File: config.mk
export PLATFORM = sky130hd
export DESIGN_NAME = instr_decoder
export DESIGN_NICKNAME = d
export VERILOG_FILES = /design/src/rtl/instr_decoder_pkg.sv /design/src/rtl/instr_decoder_regfile.sv /design/src/rtl/instr_decoder.sv
export SDC_FILE = /design/constraint.sdc
export NUM_CORES = 2
export LEC_CHECK = 0
export ABC_CLOCK_PERIOD_IN_PS = 3800
export CORE_MARGIN = 1
export CORE_UTILIZATION = 25
export DETAILED_ROUTE_END_ITERATION = 7
export GPL_TIMING_DRIVEN = 1
export PLACE_DENSITY_LB_ADDON = 0.2
export SLEW_MARGIN = 20
export SYNTH_ARGS = -nofsm -noshare
export SYNTH_HDL_FRONTEND = slang
export SYNTH_SLANG_ARGS = --single-unit
File: constraint.sdc
create_clock -name clk -period 3.8 [get_ports clk]
set_input_delay 0.38 -clock clk [delete_from_list [all_inputs] [get_ports clk]]
set_output_delay 0.38 -clock clk [all_outputs]
set_load 0.05 [all_outputs]
File: src/rtl/instr_decoder_pkg.sv
// Shared encodings for the decoder and the ALU: MIPS opcodes/functs, operation IDs,
// FSM state encoding and the instruction field decode helper.
package instr_decoder_pkg;

    localparam logic [5:0] OP_RTYPE = 6'h00;
    localparam logic [5:0] OP_ADDI  = 6'h08;
    localparam logic [5:0] OP_ADDIU = 6'h09;
    localparam logic [5:0] OP_SLTI  = 6'h0A;
    localparam logic [5:0] OP_ANDI  = 6'h0C;
    localparam logic [5:0] OP_ORI   = 6'h0D;

    localparam logic [5:0] FN_SLL  = 6'h00;
    localparam logic [5:0] FN_SRL  = 6'h02;
    localparam logic [5:0] FN_ADD  = 6'h20;
    localparam logic [5:0] FN_ADDU = 6'h21;
    localparam logic [5:0] FN_SUB  = 6'h22;
    localparam logic [5:0] FN_SUBU = 6'h23;
    localparam logic [5:0] FN_AND  = 6'h24;
    localparam logic [5:0] FN_OR   = 6'h25;
    localparam logic [5:0] FN_SLT  = 6'h2A;

    localparam logic [31:0] ID_NONE  = 32'd0;
    localparam logic [31:0] ID_ADD   = 32'd1;
    localparam logic [31:0] ID_SUB   = 32'd2;
    localparam logic [31:0] ID_ADDU  = 32'd3;
    localparam logic [31:0] ID_SUBU  = 32'd4;
    localparam logic [31:0] ID_ADDI  = 32'd5;
    localparam logic [31:0] ID_ADDIU = 32'd6;
    localparam logic [31:0] ID_AND   = 32'd7;
    localparam logic [31:0] ID_OR    = 32'd8;
    localparam logic [31:0] ID_ANDI  = 32'd9;
    localparam logic [31:0] ID_ORI   = 32'd10;
    localparam logic [31:0] ID_SLL   = 32'd11;
    localparam logic [31:0] ID_SRL   = 32'd12;
    localparam logic [31:0] ID_SLT   = 32'd24;

    typedef enum logic [1:0] {
        ST_IDLE   = 2'd0,
        ST_DECODE = 2'd1,
        ST_WB     = 2'd2
    } state_e;

    typedef struct packed {
        logic        legal;
        logic [31:0] id;
        logic [4:0]  dest;
        logic [4:0]  rs_addr;
        logic        shift;
        logic        use_imm;
        logic        imm_sext;
    } dec_t;

    function automatic dec_t decode_instr(input logic [31:0] w);
        dec_t d;
        d         = '0;
        d.rs_addr = w[25:21];
        d.legal   = 1'b1;
        if (w[31:26] == OP_RTYPE) begin
            d.dest = w[15:11];
            case (w[5:0])
                FN_ADD:  d.id = ID_ADD;
                FN_SUB:  d.id = ID_SUB;
                FN_ADDU: d.id = ID_ADDU;
                FN_SUBU: d.id = ID_SUBU;
                FN_AND:  d.id = ID_AND;
                FN_OR:   d.id = ID_OR;
                FN_SLT:  d.id = ID_SLT;
                FN_SLL, FN_SRL: begin
                    // shifts take their source from the rt field, amount from shamt
                    d.id      = (w[5:0] == FN_SLL) ? ID_SLL : ID_SRL;
                    d.shift   = 1'b1;
                    d.rs_addr = w[20:16];
                end
                default: d.legal = 1'b0;
            endcase
        end else begin
            d.dest    = w[20:16];
            d.use_imm = 1'b1;
            case (w[31:26])
                OP_ADDI:  begin d.id = ID_ADDI;  d.imm_sext = 1'b1; end
                OP_ADDIU: begin d.id = ID_ADDIU; d.imm_sext = 1'b1; end
                OP_SLTI:  begin d.id = ID_SLT;   d.imm_sext = 1'b1; end
                OP_ANDI:  d.id = ID_ANDI;
                OP_ORI:   d.id = ID_ORI;
                default:  d.legal = 1'b0;
            endcase
        end
        if (!d.legal) begin
            d.id = ID_NONE;
        end
        return d;
    endfunction

endpackage

File: src/rtl/instr_decoder_regfile.sv
// 32x32 register file: two operand read ports, one write port, one debug read port.
// Register 0 is hardwired to zero.
module regfile (
    input  logic        clk,
    input  logic        rst_n,
    input  logic [4:0]  ra_addr,
    output logic [31:0] ra_data,
    input  logic [4:0]  rb_addr,
    output logic [31:0] rb_data,
    input  logic [4:0]  dbg_addr,
    output logic [31:0] dbg_data,
    input  logic        wr_en,
    input  logic [4:0]  wr_addr,
    input  logic [31:0] wr_data
);

    logic [31:0] regs_q [32];

    always_ff @(posedge clk or negedge rst_n) begin
        if (!rst_n) begin
            for (int i = 0; i < 32; i++) begin
                regs_q[i] <= '0;
            end
        end else if (wr_en && (wr_addr != 5'd0)) begin
            regs_q[wr_addr] <= wr_data;
        end
    end

    assign ra_data  = (ra_addr  == 5'd0) ? 32'd0 : regs_q[ra_addr];
    assign rb_data  = (rb_addr  == 5'd0) ? 32'd0 : regs_q[rb_addr];
    assign dbg_data = (dbg_addr == 5'd0) ? 32'd0 : regs_q[dbg_addr];

endmodule

File: src/rtl/instr_decoder.sv
// Three-cycle MIPS-subset decoder: captures an instruction, presents operands to an
// external ALU, and writes the ALU result back to its register file.
module instr_decoder
    import instr_decoder_pkg::*;
#(
    parameter logic [31:0] RESET_PC = 32'h0000_0000
) (
    input  logic        clk,
    input  logic        rst_n,
    input  logic        instr_valid,
    input  logic [31:0] instr_word,
    output logic        instr_ready,
    output logic [31:0] instr_ID,
    output logic [31:0] rs,
    output logic [31:0] rt,
    output logic [31:0] initial_pc,
    input  logic [31:0] rd,
    input  logic [31:0] pc,
    output logic        illegal,
    output logic [31:0] retired,
    input  logic [4:0]  dbg_addr,
    output logic [31:0] dbg_data
);

    state_e      state_q, state_d;
    logic [31:0] instr_q, instr_d;
    logic [31:0] pc_q, pc_d;
    logic [31:0] retired_q, retired_d;
    logic        illegal_q, illegal_d;
    dec_t        dec;
    logic        wr_en;
    logic [31:0] ra_data, rb_data;
    logic [31:0] imm_ext;

    assign dec = decode_instr(instr_q);

    always_comb begin
        state_d   = state_q;
        instr_d   = instr_q;
        pc_d      = pc_q;
        retired_d = retired_q;
        illegal_d = 1'b0;
        case (state_q)
            ST_IDLE: begin
                if (instr_valid) begin
                    instr_d = instr_word;
                    state_d = ST_DECODE;
                end
            end
            ST_DECODE: begin
                state_d   = ST_WB;
                illegal_d = !dec.legal;
            end
            ST_WB: begin
                state_d = ST_IDLE;
                pc_d    = pc;
                if (dec.legal) begin
                    retired_d = retired_q + 32'd1;
                end
            end
            default: state_d = ST_IDLE;
        endcase
    end

    always_ff @(posedge clk or negedge rst_n) begin
        if (!rst_n) begin
            state_q   <= ST_IDLE;
            instr_q   <= '0;
            pc_q      <= RESET_PC;
            retired_q <= '0;
            illegal_q <= 1'b0;
        end else begin
            state_q   <= state_d;
            instr_q   <= instr_d;
            pc_q      <= pc_d;
            retired_q <= retired_d;
            illegal_q <= illegal_d;
        end
    end

    assign wr_en   = (state_q == ST_WB) && dec.legal;
    assign imm_ext = dec.imm_sext ? {{16{instr_q[15]}}, instr_q[15:0]} : {16'd0, instr_q[15:0]};

    regfile u_regfile (
        .clk      (clk),
        .rst_n    (rst_n),
        .ra_addr  (dec.rs_addr),
        .ra_data  (ra_data),
        .rb_addr  (instr_q[20:16]),
        .rb_data  (rb_data),
        .dbg_addr (dbg_addr),
        .dbg_data (dbg_data),
        .wr_en    (wr_en),
        .wr_addr  (dec.dest),
        .wr_data  (rd)
    );

    assign instr_ready = (state_q == ST_IDLE);
    assign instr_ID    = (state_q == ST_IDLE) ? ID_NONE : dec.id;
    assign rs          = ra_data;
    assign rt          = dec.shift   ? {27'd0, instr_q[10:6]} :
                         dec.use_imm ? imm_ext : rb_data;
    assign initial_pc  = pc_q;
    assign illegal     = illegal_q;
    assign retired     = retired_q;

endmodule
==> flow_summary_export.csv <==
group,metric,value,unit
timing,worst_pin_slew,1090,ps
place,placed_area,79300,um2
global_route,grt_pass1_wl,432000,um
synthesis,yosysWarnings,0,
synthesis,netlist_area,67400,um2
cts,cts_tree,"built",
hold_path,min_path_type,"input pin to async pin",
worst_setup_path,rr_startpoint,"instr_q[29]$_DFFE_PN0P_",
global_route,antenna_found_initial,22,
worst_setup_path,crit_start,"instr_q[0]$_DFFE_PN0P_",
synthesis,synth.avg_cell_area,12.9,um2
synthesis,synth.top_cells.by_count,"dfrtp_1, mux2_2, nand2_1",
detailed_routing,wire_per_inst,32.6,um
cts,clock_sinks,1123,
detailed_routing,first_pass_iters,6,
cts,clk_latency,820,ps
cts,cts_buffers,138,
floorplanning,die_y,521,um
synthesis,synth_edf_count,0,
cts,clk_path_buf_depth,3,
timing,relSlewSlack,0.273,
worst_setup_path,reg2regPathDepth,12,
cells_and_area,syn2layout_area_growth,31.6,%
place,io_buffer_count,270,
timing,worst_slack,-1030,ps
synthesis,yosysMostFrequentCell,"dfrtp_1",
cts,root_buffer,"clkbuf_16",
floorplanning,start_util,0.251,
worst_setup_path,crit_fanout,6,
worst_setup_path,critPathKind,"flip-flop to output pin",
synthesis,yosys.area.top_type,"dfrtp_1",
cts,htreeDepth,4,
synthesis,yosysSeqAreaShare,0.417,
power_and_ir_drop,ir_drop,0.503,mV
detailed_routing,drt-total-wl,309000,um
global_route,grt_usage,0.224,
timing,rsz0062_at_grt,"yes",
worst_setup_path,crit_arrival,4450,ps
status,violations,"setup timing",
place,place_congestion,0.869,
floorplanning,dieArea,272000,um2
synthesis,synthArstFlopShare,1.00,
cells_and_area,nets,5889,
floorplanning,ioPinCount,298,
status,outcome,"finished with violations",
worst_setup_path,setup.worst_path.end_class,"output pin",
detailed_routing,routed-via-count,52678,
timing,timing.fmax,0.207,GHz
cts,clk_pin_slew,60,ps
floorplanning,core-area,268000,um2
synthesis,ys_seq_elements,1123,
detailed_routing,remaining_drc_errors,0,
job,cap_violations,0,
floorplanning,die_x,521,um
cells_and_area,fin_area,88600,um2
cells_and_area,fillCellCount,26318,
timing,finalSetupTns,-31660,ps
timing,finalCritPeriodShare,1.27,
synthesis,yosysTopAreaCellShare,0.417,
timing,finalMaxSlewViolations,0,
timing,layout_min_cycle_time,4830,ps
timing,hold_violations,0,
power_and_ir_drop,p_leak,36.3,nW
worst_setup_path,critPathLaunchType,"flip-flop",
power_and_ir_drop,p_per_area,546,nW/um2
floorplanning,num_rows,190,
global_route,grt_pass1_vias,53013,
worst_setup_path,worstPathRequired,3420,ps
global_route,grt-ovfl-total,0,
synthesis,synthesis.instances,5235,
place,dp.final_hpwl,202000,um
synthesis,synth.distinct_cells,69,
worst_setup_path,reg2reg_setup_slack,60,ps
cells_and_area,drive_above_1_share,0.520,
global_route,grt_max_degree,87,
timing,setup_violations,55,
detailed_routing,viasPerCell,5.56,
synthesis,synthTopCellsByArea,"dfrtp_1, mux4_2, mux2_2, nand2_1, mux2i_1",
synthesis,synth_ff_type,"dfrtp_1",
timing,finClkSkew,42.5,ps
detailed_routing,ant_nets,0,
worst_setup_path,r2r-end,"u_regfile.regs_q[763]$_DFFE_PN0P_",
worst_setup_path,crit_end,"rs[1]",
detailed_routing,initialDrtViolationCount,5208,
[registers in the layout, summed over array words and instances (netlist names)]
| signal | cells |
|---|---|
| u_regfile.regs_q | 1024 |
| initial_pc | 32 |
| instr_q | 32 |
| retired | 32 |
| state_q | 2 |
| illegal | 1 |
[layout make-up]
cell class,count,area (um2),share of cell area
antenna,27,67.6,0.000762
clock inverter,46,626,0.00706
clock buffer,201,4070,0.0459
timing repair buffer,989,12100,0.137
inverter,9,41.3,0.000466
tap,3552,4440,0.0501
sequential,1123,28100,0.317
multi-input combinational,3523,39200,0.442
[kinds of logic after synthesis]
logic type,synth area share
XOR/XNOR,0.00403
other,0.0000557
AO/OA/AOI/OAI,0.0536
buffers and inverters,0.0393
adder cells (fa/ha/maj),0.000334
AND/OR/NAND/NOR,0.0745
flip-flops,0.417
multiplexers,0.411
[critical path: stages (launching register included)]
cell	delay (ps)
dfrtp_1	380
or4_4	580
buf_4	160
buf_4	140
o41ai_2	190
buf_4	270
buf_12	140
nand2_8	110
buf_16	190
mux4_2	280
nor2b_1	160
nor4_2	400
buf_4	180
o21ai_1	100
buf_4	180
buf_12	140
[repair_timing]
action	in CTS	in global routing
setup buffers	113	54
cloned	25	3
hold buffers	1	0
endpoints found under the hold margin	51	0
gates resized for setup	420	155
setup endpoints to repair	72	77
pin swaps	90	94
[per-stage QoR]
| step | utilization | setup slack [ps] | cells | hold slack, ps | power (mW) |
|---|---|---|---|---|---|
| after global placement | 0.296 | -629 | 9038 | 377 | 31.7 |
| after floorplan | - | -188 | 5261 | 84.4 | 22.9 |
| after CTS | 0.327 | -1030 | 9409 | 76.7 | 48.1 |
| after global routing | 0.331 | -1090 | 9468 | 105 | 50.0 |
| after detailed placement | 0.296 | -606 | 9038 | 382 | 31.7 |
| final | 0.331 | -1030 | 9470 | 130 | 48.4 |
[layer usage]
layer,routed length (um),vias to the layer above,global-route usage
met2,142000,2599,0.354
met1,130000,28376,0.301
met4,14000,14,0.0933
met5,115,-,0
li1,-,21134,-
met3,22300,555,0.0407
[placed cells by master, fill, tap and decap left out, types with 48 or more instances in the layout]
| cell | synthesis | final |
|---|---|---|
| a211oi_1 | 79 | 60 |
| a21oi_1 | 84 | 48 |
| a32oi_1 | 84 | 72 |
| and3_1 | 70 | 69 |
| buf_12 | 1 | 252 |
| buf_4 | 41 | 422 |
| buf_6 | 0 | 87 |
| clkbuf_16 | 0 | 145 |
| clkdlybuf4s50_1 | 0 | 141 |
| dfrtp_1 | 1123 | 1118 |
| mux2_2 | 1038 | 1024 |
| mux2i_1 | 172 | 167 |
| mux4_2 | 631 | 631 |
| nand2_1 | 665 | 627 |
| nand3_1 | 133 | 127 |
| nor2_1 | 95 | 72 |
[how the worst min path moves through the flow]
stage | from | end
after floorplan | rst_n | illegal$_DFF_PN0_
after global placement | u_regfile.regs_q[999]$_DFFE_PN0P_ | u_regfile.regs_q[999]$_DFFE_PN0P_
after detailed placement | u_regfile.regs_q[994]$_DFFE_PN0P_ | u_regfile.regs_q[994]$_DFFE_PN0P_
after CTS | pc[7] | initial_pc[7]$_DFFE_PN0N_
after global routing | pc[28] | initial_pc[28]$_DFFE_PN0N_
final | rst_n | initial_pc[0]$_DFFE_PN0N_
[power by group]
group	internal (mW)	switching, mW
clock	8.14	5.80
combinational	9.15	11.4
sequential	12.9	1.05
(Power assumes the default switching activity.)
